===== src/rtl/traffic_mode_ctrl.sv =====
// Traffic intersection mode controller: NORMAL / PARADE / NIGHT / EMERG with a
// saturating dwell counter that gates every non-emergency mode change.
module traffic_mode_ctrl #(
  parameter int MIN_DWELL = 4,
  parameter int CNT_W     = 3
) (
  input  logic             i_clk,
  input  logic             i_rstn,
  input  logic             i_p,
  input  logic             i_r,
  input  logic             i_n,
  input  logic             i_e,
  output logic [1:0]       o_mode,
  output logic             o_m,
  output logic             o_flash,
  output logic             o_allred,
  output logic             o_chg,
  output logic [CNT_W-1:0] o_dwell
);

  typedef enum logic [1:0] {
    NORMAL = 2'd0,
    PARADE = 2'd1,
    NIGHT  = 2'd2,
    EMERG  = 2'd3
  } mode_t;

  localparam logic [CNT_W-1:0] DWELL_MAX = CNT_W'(MIN_DWELL);

  mode_t            mode_q;
  mode_t            mode_nxt;
  logic [CNT_W-1:0] dwell_q;
  logic [CNT_W-1:0] dwell_nxt;
  logic             done;

  assign done = (dwell_q == DWELL_MAX);

  // Emergency preempts everything; other changes wait for the dwell to expire.
  always_comb begin
    mode_nxt = mode_q;
    unique case (mode_q)
      NORMAL: begin
        if (i_e)                mode_nxt = EMERG;
        else if (done && i_p)   mode_nxt = PARADE;
        else if (done && i_n)   mode_nxt = NIGHT;
      end
      PARADE: begin
        if (i_e)                mode_nxt = EMERG;
        else if (done && i_r)   mode_nxt = NORMAL;
      end
      NIGHT: begin
        if (i_e)                mode_nxt = EMERG;
        else if (done && i_r)   mode_nxt = NORMAL;
        else if (done && i_p)   mode_nxt = PARADE;
      end
      EMERG: begin
        if (!i_e && done)       mode_nxt = NORMAL;
      end
      default:                  mode_nxt = NORMAL;
    endcase
  end

  // Counter restarts on entry and is pinned at zero while an emergency is active.
  always_comb begin
    dwell_nxt = dwell_q;
    if (mode_nxt != mode_q)             dwell_nxt = '0;
    else if (mode_q == EMERG && i_e)    dwell_nxt = '0;
    else if (!done)                     dwell_nxt = dwell_q + 1'b1;
  end

  always_ff @(posedge i_clk) begin
    if (!i_rstn) begin
      mode_q   <= NORMAL;
      dwell_q  <= '0;
      o_m      <= 1'b0;
      o_flash  <= 1'b0;
      o_allred <= 1'b0;
      o_chg    <= 1'b0;
    end else begin
      mode_q   <= mode_nxt;
      dwell_q  <= dwell_nxt;
      o_m      <= (mode_nxt == PARADE);
      o_flash  <= (mode_nxt == NIGHT);
      o_allred <= (mode_nxt == EMERG);
      o_chg    <= (mode_nxt != mode_q);
    end
  end

  assign o_mode  = mode_q;
  assign o_dwell = dwell_q;

endmodule


===== config.mk =====
export PLATFORM = sky130hd
export DESIGN_NAME = traffic_mode_ctrl
export DESIGN_NICKNAME = d
export VERILOG_FILES = /design/src/rtl/traffic_mode_ctrl.sv
export SDC_FILE = /design/constraint.sdc
export NUM_CORES = 1
export LEC_CHECK = 0
export CAP_MARGIN = 30
export CORE_AREA = 2 2 39 41
export DETAILED_ROUTE_END_ITERATION = 8
export DIE_AREA = 0 0 41 43
export PLACE_DENSITY = 0.63
export SLEW_MARGIN = 20
export SYNTH_ARGS = -nofsm -noshare
export SYNTH_HDL_FRONTEND = slang
export SYNTH_SLANG_ARGS = --single-unit

===== constraint.sdc =====
create_clock -name i_clk -period 2.35 [get_ports i_clk]
set_input_delay 0.235 -clock i_clk [delete_from_list [all_inputs] [get_ports i_clk]]
set_output_delay 0.235 -clock i_clk [all_outputs]
set_load 0.02 [all_outputs]

=== Yosys cells after proc, flatten, opt, wreduce, memory -nomap -nowiden ===
Cells that the tools add are included.

* Input bits: 6
* Bits in registers: 9
* Word-level logic and storage cells: 34
* Output and inout bits: 9

* Reduce and logical (&&, ||, !) cells: 8
* Equal/unequal tests: 8
* Multiplexer cells: 10
* Bitwise operators: 1
* Add/subtract/negate cells: 1

{| class="wikitable"
|+ Operators by type and width
! cell !! count
|-
| $mux 2 || 9
|-
| $eq 2x2->1 const B || 4
|-
| $pmux 2 s4 || 1
|-
| $logic_and 1x1->1 || 5
|-
| $eq 2x1->1 const B || 2
|-
| $add 3x1->3 const B || 1
|-
| $eq 3x3->1 const B || 1
|-
| $reduce_or 3->1 || 1
|-
| $logic_not 2->1 || 1
|-
| $ne 2x2->1 || 1
|-
| $logic_not 1->1 || 1
|-
| $not 1->1 || 1
|}

=== Longest topological paths before layout ===
Gate-level depths: netlist of run 1.

* Depth in word-level cells: 8
* Mapped depth: 6
* Gate-level depth less buffers: 6

=== Least setup slack after synthesis of run 1 ===
OpenSTA, ideal clock, no wires.

* Kind: register -> register
* Start point: reg dwell_q[0] (netlist: o_dwell[0])
* End point: reg o_flash
* Arrival time: 1597 ps
* Period minus slack after synthesis: 1719 ps
* Library setup time: 122 ps
* Buffers on the path: 0
* Path slack: 631 ps
* Cell stages (with the launch flop): 7
* Path through: dfxtp_1 inv_1 ha_1 and2_1 a221oi_1 nor2b_2 nor4b_2

* Cells in the longest elaborated chain, start to end: 7
* Elaborated cells between the ends (all ways): 16
* Those cells by class: eq/ne (2); mux (10); reduce/logical (4)

{| class="wikitable"
|+ Ends and longest elaborated chain
! what !! RTL line !! RTL
|-
| start: declaration || 32 || <nowiki>logic [CNT_W-1:0] dwell_q;</nowiki>
|-
| start signal: assignment || 81 || <nowiki>dwell_q <= dwell_nxt;</nowiki>
|-
| $eq 3x3->1 (*) || 36 || <nowiki>assign done = (dwell_q == DWELL_MAX);</nowiki>
|-
| $logic_and 1x1->1, on equally long branches || 44, 54, 45 ||
|-
| $mux 2, on equally long branches || 54, 45 ||
|-
| $mux 2, on equally long branches || 53, 44 ||
|-
| $mux 2, on equally long branches || 52, 43 ||
|-
| $pmux 2 s4 (*) || 41 || <nowiki>unique case (mode_q)</nowiki>
|-
| $eq 2x2->1 (*) || 83 || <nowiki>o_flash <= (mode_nxt == NIGHT);</nowiki>
|-
| end signal: assignment || 83 ||
|-
| end: declaration || 15 || <nowiki>output logic o_flash,</nowiki>
|}

Mark *: on every way between the ends. The rest lies on a longest branch, timed or not.
A chain may end at the register's enable or synchronous reset.

=== Final worst setup path of run 1 ===
Same ends and word-level chain as after synthesis.

==> metrics.txt, run 1 <==
FFs w/ async S/R, synth=0; H-tree levels=1; largest family of logic cells by synthesized area=simple AND/OR/NAND/NOR gates; WS Path Type=reg2reg; combinational power share=0.223; Final ANT Viol Nets=0; Yosys top cell by area=dfxtp_1; cell internal pwr=270.6 uW; Syn Inst Count=51; area grow syn2layout=35.23%; Post-Synth Simple-Gate Area=0.2591; Clock Power Share=0.312; Lkg Pwr=0.0002519 uW; ys flop type=dfxtp_1; EDFF count, synth=0; Layout Cells excl Fill=83; Final Hold Fails=0; Synth cell types=30; Vias/cell=5.096; Mapped Area=483.0 um2; Syn Nets=59; compound-gate portion of the synthesized area=0.2047; Overflow after GRT=0; clock-pin slew on the worst setup and hold paths=60 ps; First-pass DRT Iterations=3; Pwr Density=568.3 nW/um2; IO Count=15; Post-CTS Setup Inserts=0; TritonCTS Sinks=9; hold_sp=o_dwell[1]; xor/xnor share of the synthesized area=0.01813; Worst Hold Depth=2; Sw Share=0.2708; ant diodes=0; cts-stage hold buffer count=0; Seq cells post-synth=9; critical path fanouts, max=6; Reg2Reg Setup Slack=570 ps; setup TNS=0 ps; Worst Hold End=o_dwell[1]; sequential share of the synthesized area=0.3731; GRT Total Usage=0.1400; Die Wd=41 um; Slew Viols, Final=0; final wirelength=999 um; Initial Util=0.3490; max cap viols=0; num rows=14; vias in the first global route=401; worst-margin pin slew=486.2 ps; die area=1763 um2; RR Endpoint=o_flash; CTS max path bufs=2; Tot Pwr=371.2 uW; sequential power share=0.465; CTS tree=built; global-route wire length before repair=1662 um; Fillers=148; Final nets=76; Synth top area share=0.3731; drt drc=0; placed insts=79; Relative slew margins=0.6759; status=finished clean; Clock Latency Late Sink=250 ps; final setup violation count=0; Clock Skew=2.772 ps; Max Clk Rate=562.7 MHz; VDD IR max=0.3632 mV; Buffers on Ports=14; Initial DRC Count=4; Ys Warns=0; total number of vias=423; largest net degree at the start of global routing=11; multiplexer area fraction after synthesis=0.02073; syn_area_per_cell=9.470 um2; crit path time final=1777 ps; fraction of layout cells with a size suffix above 1=0.1642; total clock buffers created by CTS=3; Net Sw Power=100.5 uW; reg-to-reg critical path startpoint=o_dwell[0]; Core Box Area=1384 um2; Post-DP Area=626.9 um2; top post-synthesis cells by area=dfxtp_1 (37%), nor4b_2 (6.2%), ha_1 (5.2%), inv_1 (3.9%), nor3_1 (3.1%); r2r worst-path depth=6; chip height=43 um; startpoint type of the worst setup path=flop; initial antenna violation count=0; post_cts resized=0; Hold Path Class=reg2reg; RSZ-0062 raised after global routing=no; GPL Wtd Cong=0.7777; DR WL/cell=12.04 um; Final Cycle Share=0.7562; clock root cell=clkbuf_4; adder-cell share of the synthesized area=0.05181; design area=653.1 um2; crit path DAT=1920 ps; CP endpoint kind=flop; hpwl dp=771.3 um; worst path required time=2490 ps
## per-layer routing
metal,vias up,wire [um],global-route usage
met3,0,71,0.07853
met1,195,486,0.1851
li1,216,-,-
met2,12,440,0.2000
met4,0,0,0.02000
met5,-,0,0
## worst max-delay path by stage
stage | from | to | slack (ps)
after global placement | i_p | o_chg | 570
after global routing | o_dwell[0] | o_flash | 480
after CTS | o_dwell[0] | o_flash | 580
after floorplan | o_dwell[0] | o_flash | 630
final | o_dwell[0] | o_flash | 570
after detailed placement | i_p | o_chg | 560
## cell type report
type,instances,area (um2),share of cell area
clock buffer,4,26.28,0.04023
inverter,5,18.77,0.02874
multi-input combinational,35,267.8,0.4100
sequential,9,180.2,0.2759
tap,16,20.02,0.03065
timing repair buffer,14,140.1,0.2146
## power groups by stage
stage	Combinational [uW]	Clock (uW)	Sequential, uW
finish	82.7	116	173
global route	91.3	131	174
CTS	83.7	122	173
detailed placement	83.3	0	176
global placement	82.0	0	176
floorplan	42.0	0	182
## through the flow
stage	worst slack, ps	utilization	hold slack, ps
2_1_floorplan	630.5	-	371.2
3_3_place_gp	568.9	0.4530	566.1
3_5_place_dp	555.3	0.4530	559.3
4_1_cts	577.0	0.4720	571.8
5_1_grt	476.4	0.4720	636.2
6_report	572.9	0.4720	562.7
## registers in the layout, indices dropped and copies added, names as in the netlist
register,cells
o_m,1
o_chg,1
o_flash,1
o_dwell,3
o_mode,2
o_allred,1
## critical path: stages, from the launching register on
cell      delay (ps)
dfxtp_1          370
inv_1             90
ha_1             270
and2_1           220
a221oi_1         470
nor2b_2           80
nor4b_2          170
## cell usage after synthesis (2+ instances only)
master	n
a21oi_1	2
dfxtp_1	9
ha_1	2
inv_1	5
nand2_1	2
nor2_1	4
nor3_1	3
nor4b_2	2
## cell families after synthesis
logic type                 count (synthesis)
and+or+nand+nor                           19
adders and majority gates                  2
buffers and inverters                      7
muxes                                      1
AOI/OAI and AO/OA                         12
DFF                                        9
xor gates and xnor gates                   1
## layout by cell type (no fill, tap or decap), types with 2 or more instances in the layout
cell type | Yosys | routed
ha_1 | 2 | 2
clkdlybuf4s50_1 | 0 | 14
inv_1 | 5 | 5
nor3_1 | 3 | 3
clkbuf_4 | 0 | 3
dfxtp_1 | 9 | 9
nor4b_2 | 2 | 2
a21oi_1 | 2 | 2
nor2_1 | 4 | 4
nand2_1 | 2 | 2
(Power assumes the default switching activity.)
==> run 2: changes to the inputs <==
clock period = 1.7 ns   (was 2.35 ns; I/O delays follow)
==> metrics.txt, run 2 (synthesis results as in run 1) <==
WS Path Type=reg2out; Layout Cells excl Fill=86; First-pass DRT Iterations=5; Post-CTS Setup Inserts=0; Crit path max-delay family=buffers and inverters; Pwr Density=744.1 nW/um2; slowest stage delay, CP=670 ps; critical path fanouts, max=10; vias in the first global route=343; cell internal pwr=379.4 uW; die area=1763 um2; total number of vias=434; placed insts=82; Net Sw Power=137.3 uW; reg-to-reg critical path startpoint=o_dwell[0]; Clock Latency Late Sink=250 ps; design area=694.4 um2; combinational power share=0.234; crit path buf inv count=1; Final ANT Viol Nets=0; post_cts resized=0; worst-margin pin slew=449.5 ps; GRT Total Usage=0.1176; Vias/cell=5.047; critical-path cell with the highest stage delay=clkdlybuf4s50_1; CTS tree=built; max cap viols=0; final setup violation count=0; clock-pin slew on the worst setup and hold paths=60 ps; Fillers=127; H-tree levels=1; hold_sp=o_dwell[1]; largest net degree at the start of global routing=11; setup TNS=0 ps; ant diodes=0; crit-path cells=clkdlybuf4s50_1; most common cell after layout, fill and taps aside=clkdlybuf4s50_1; TritonCTS Sinks=9; number of flip-flops in the largest register=3; Clock Power Share=0.302; status=finished clean; CP endpoint kind=output port; Die Wd=41 um; GPL Wtd Cong=0.7477; Hold Path Class=reg2reg; area grow syn2layout=43.78%; Initial DRC Count=6; Worst Setup SP=o_mode[0]; Multi-input gate area=285.3 um2; Initial Util=0.3490; num rows=14; total clock buffers created by CTS=3; Final Hold Fails=0; cts-stage hold buffer count=0; Clock Skew=2.147 ps; most frequent cells in the layout=clkdlybuf4s50_1 (14), dfxtp_1 (8), inv_1 (5); RSZ-0062 raised after global routing=no; VDD IR max=0.5048 mV; fraction of layout cells with a size suffix above 1=0.2286; global-route wire length before repair=1359 um; Buffers on Ports=14; CTS max path bufs=2; hpwl dp=739.8 um; Relative slew margins=0.6956; IO Count=15; startpoint type of the worst setup path=flop; DR WL/cell=10.91 um; sequential power share=0.464; chip height=43 um; Final nets=79; worst path required time=1530 ps; Lkg Pwr=0.0002688 uW; crit path DAT=1420 ps; Core Box Area=1384 um2; Max Clk Rate=627.7 MHz; Sw Share=0.2657; drt drc=0; Reg area=181.4 um2; crit path time final=1593 ps; initial antenna violation count=0; Slew Viols, Final=0; clock root cell=clkbuf_4; final wirelength=938 um; Final Cycle Share=0.9372; Overflow after GRT=0; Post-DP Area=655.6 um2
-- run 2: area by class of cell --
| cell class | instances | area share |
|---|---|---|
| well taps | 16 | 0.02883 |
| clock buffers | 4 | 0.03784 |
| multi-input cells | 35 | 0.4108 |
| inverters | 5 | 0.02703 |
| repair buffers | 17 | 0.2342 |
| flip-flops and latches | 9 | 0.2613 |
-- run 2: routing by layer --
| layer | up-vias | part of all wire | track usage |
|---|---|---|---|
| met2 | 11 | 0.47 | 0.1625 |
| met5 | - | 0 | 0 |
| met1 | 201 | 0.49 | 0.1516 |
| met3 | 0 | 0.044 | 0.06283 |
| met4 | 0 | 0 | 0.04000 |
| li1 | 222 | - | - |
-- run 2: worst min-delay path: cells and delay by family, from the launching register on --
| family | cells | cell delay (ps) |
|---|---|---|
| flops | 1 | 340 |
| simple gates | 1 | 50 |
| mux | 1 | 130 |
-- run 2: worst paths after layout --
path	slack [ps]	cells past startpoint	end
max	110	1	o_mode[0]
min	570	2	o_dwell[1]
max reg2reg	120	6	o_flash
min reg2reg	570	2	o_dwell[1]
-- run 2: through the flow --
stage	power (uW)	utilization	setup slack (ps)	hold slack, ps
after global placement	362.4	0.4738	-8.094	571.7
after CTS	520.3	0.4928	48.68	576.0
after detailed placement	363.0	0.4738	-8.554	569.1
after floorplan	311.1	-	72.41	306.2
after global routing	546.3	0.5018	17.29	590.4
final	516.7	0.5018	106.8	575.0
-- run 2: power by group through the flow --
stage                     registers (uW)  clock network (uW)  logic, uW
after floorplan                      252                   0       59.2
after global placement               243                   0        119
after detailed placement             244                   0        119
after CTS                            239                 162        119
after global routing                 243                 174        130
final                                240                 156        121
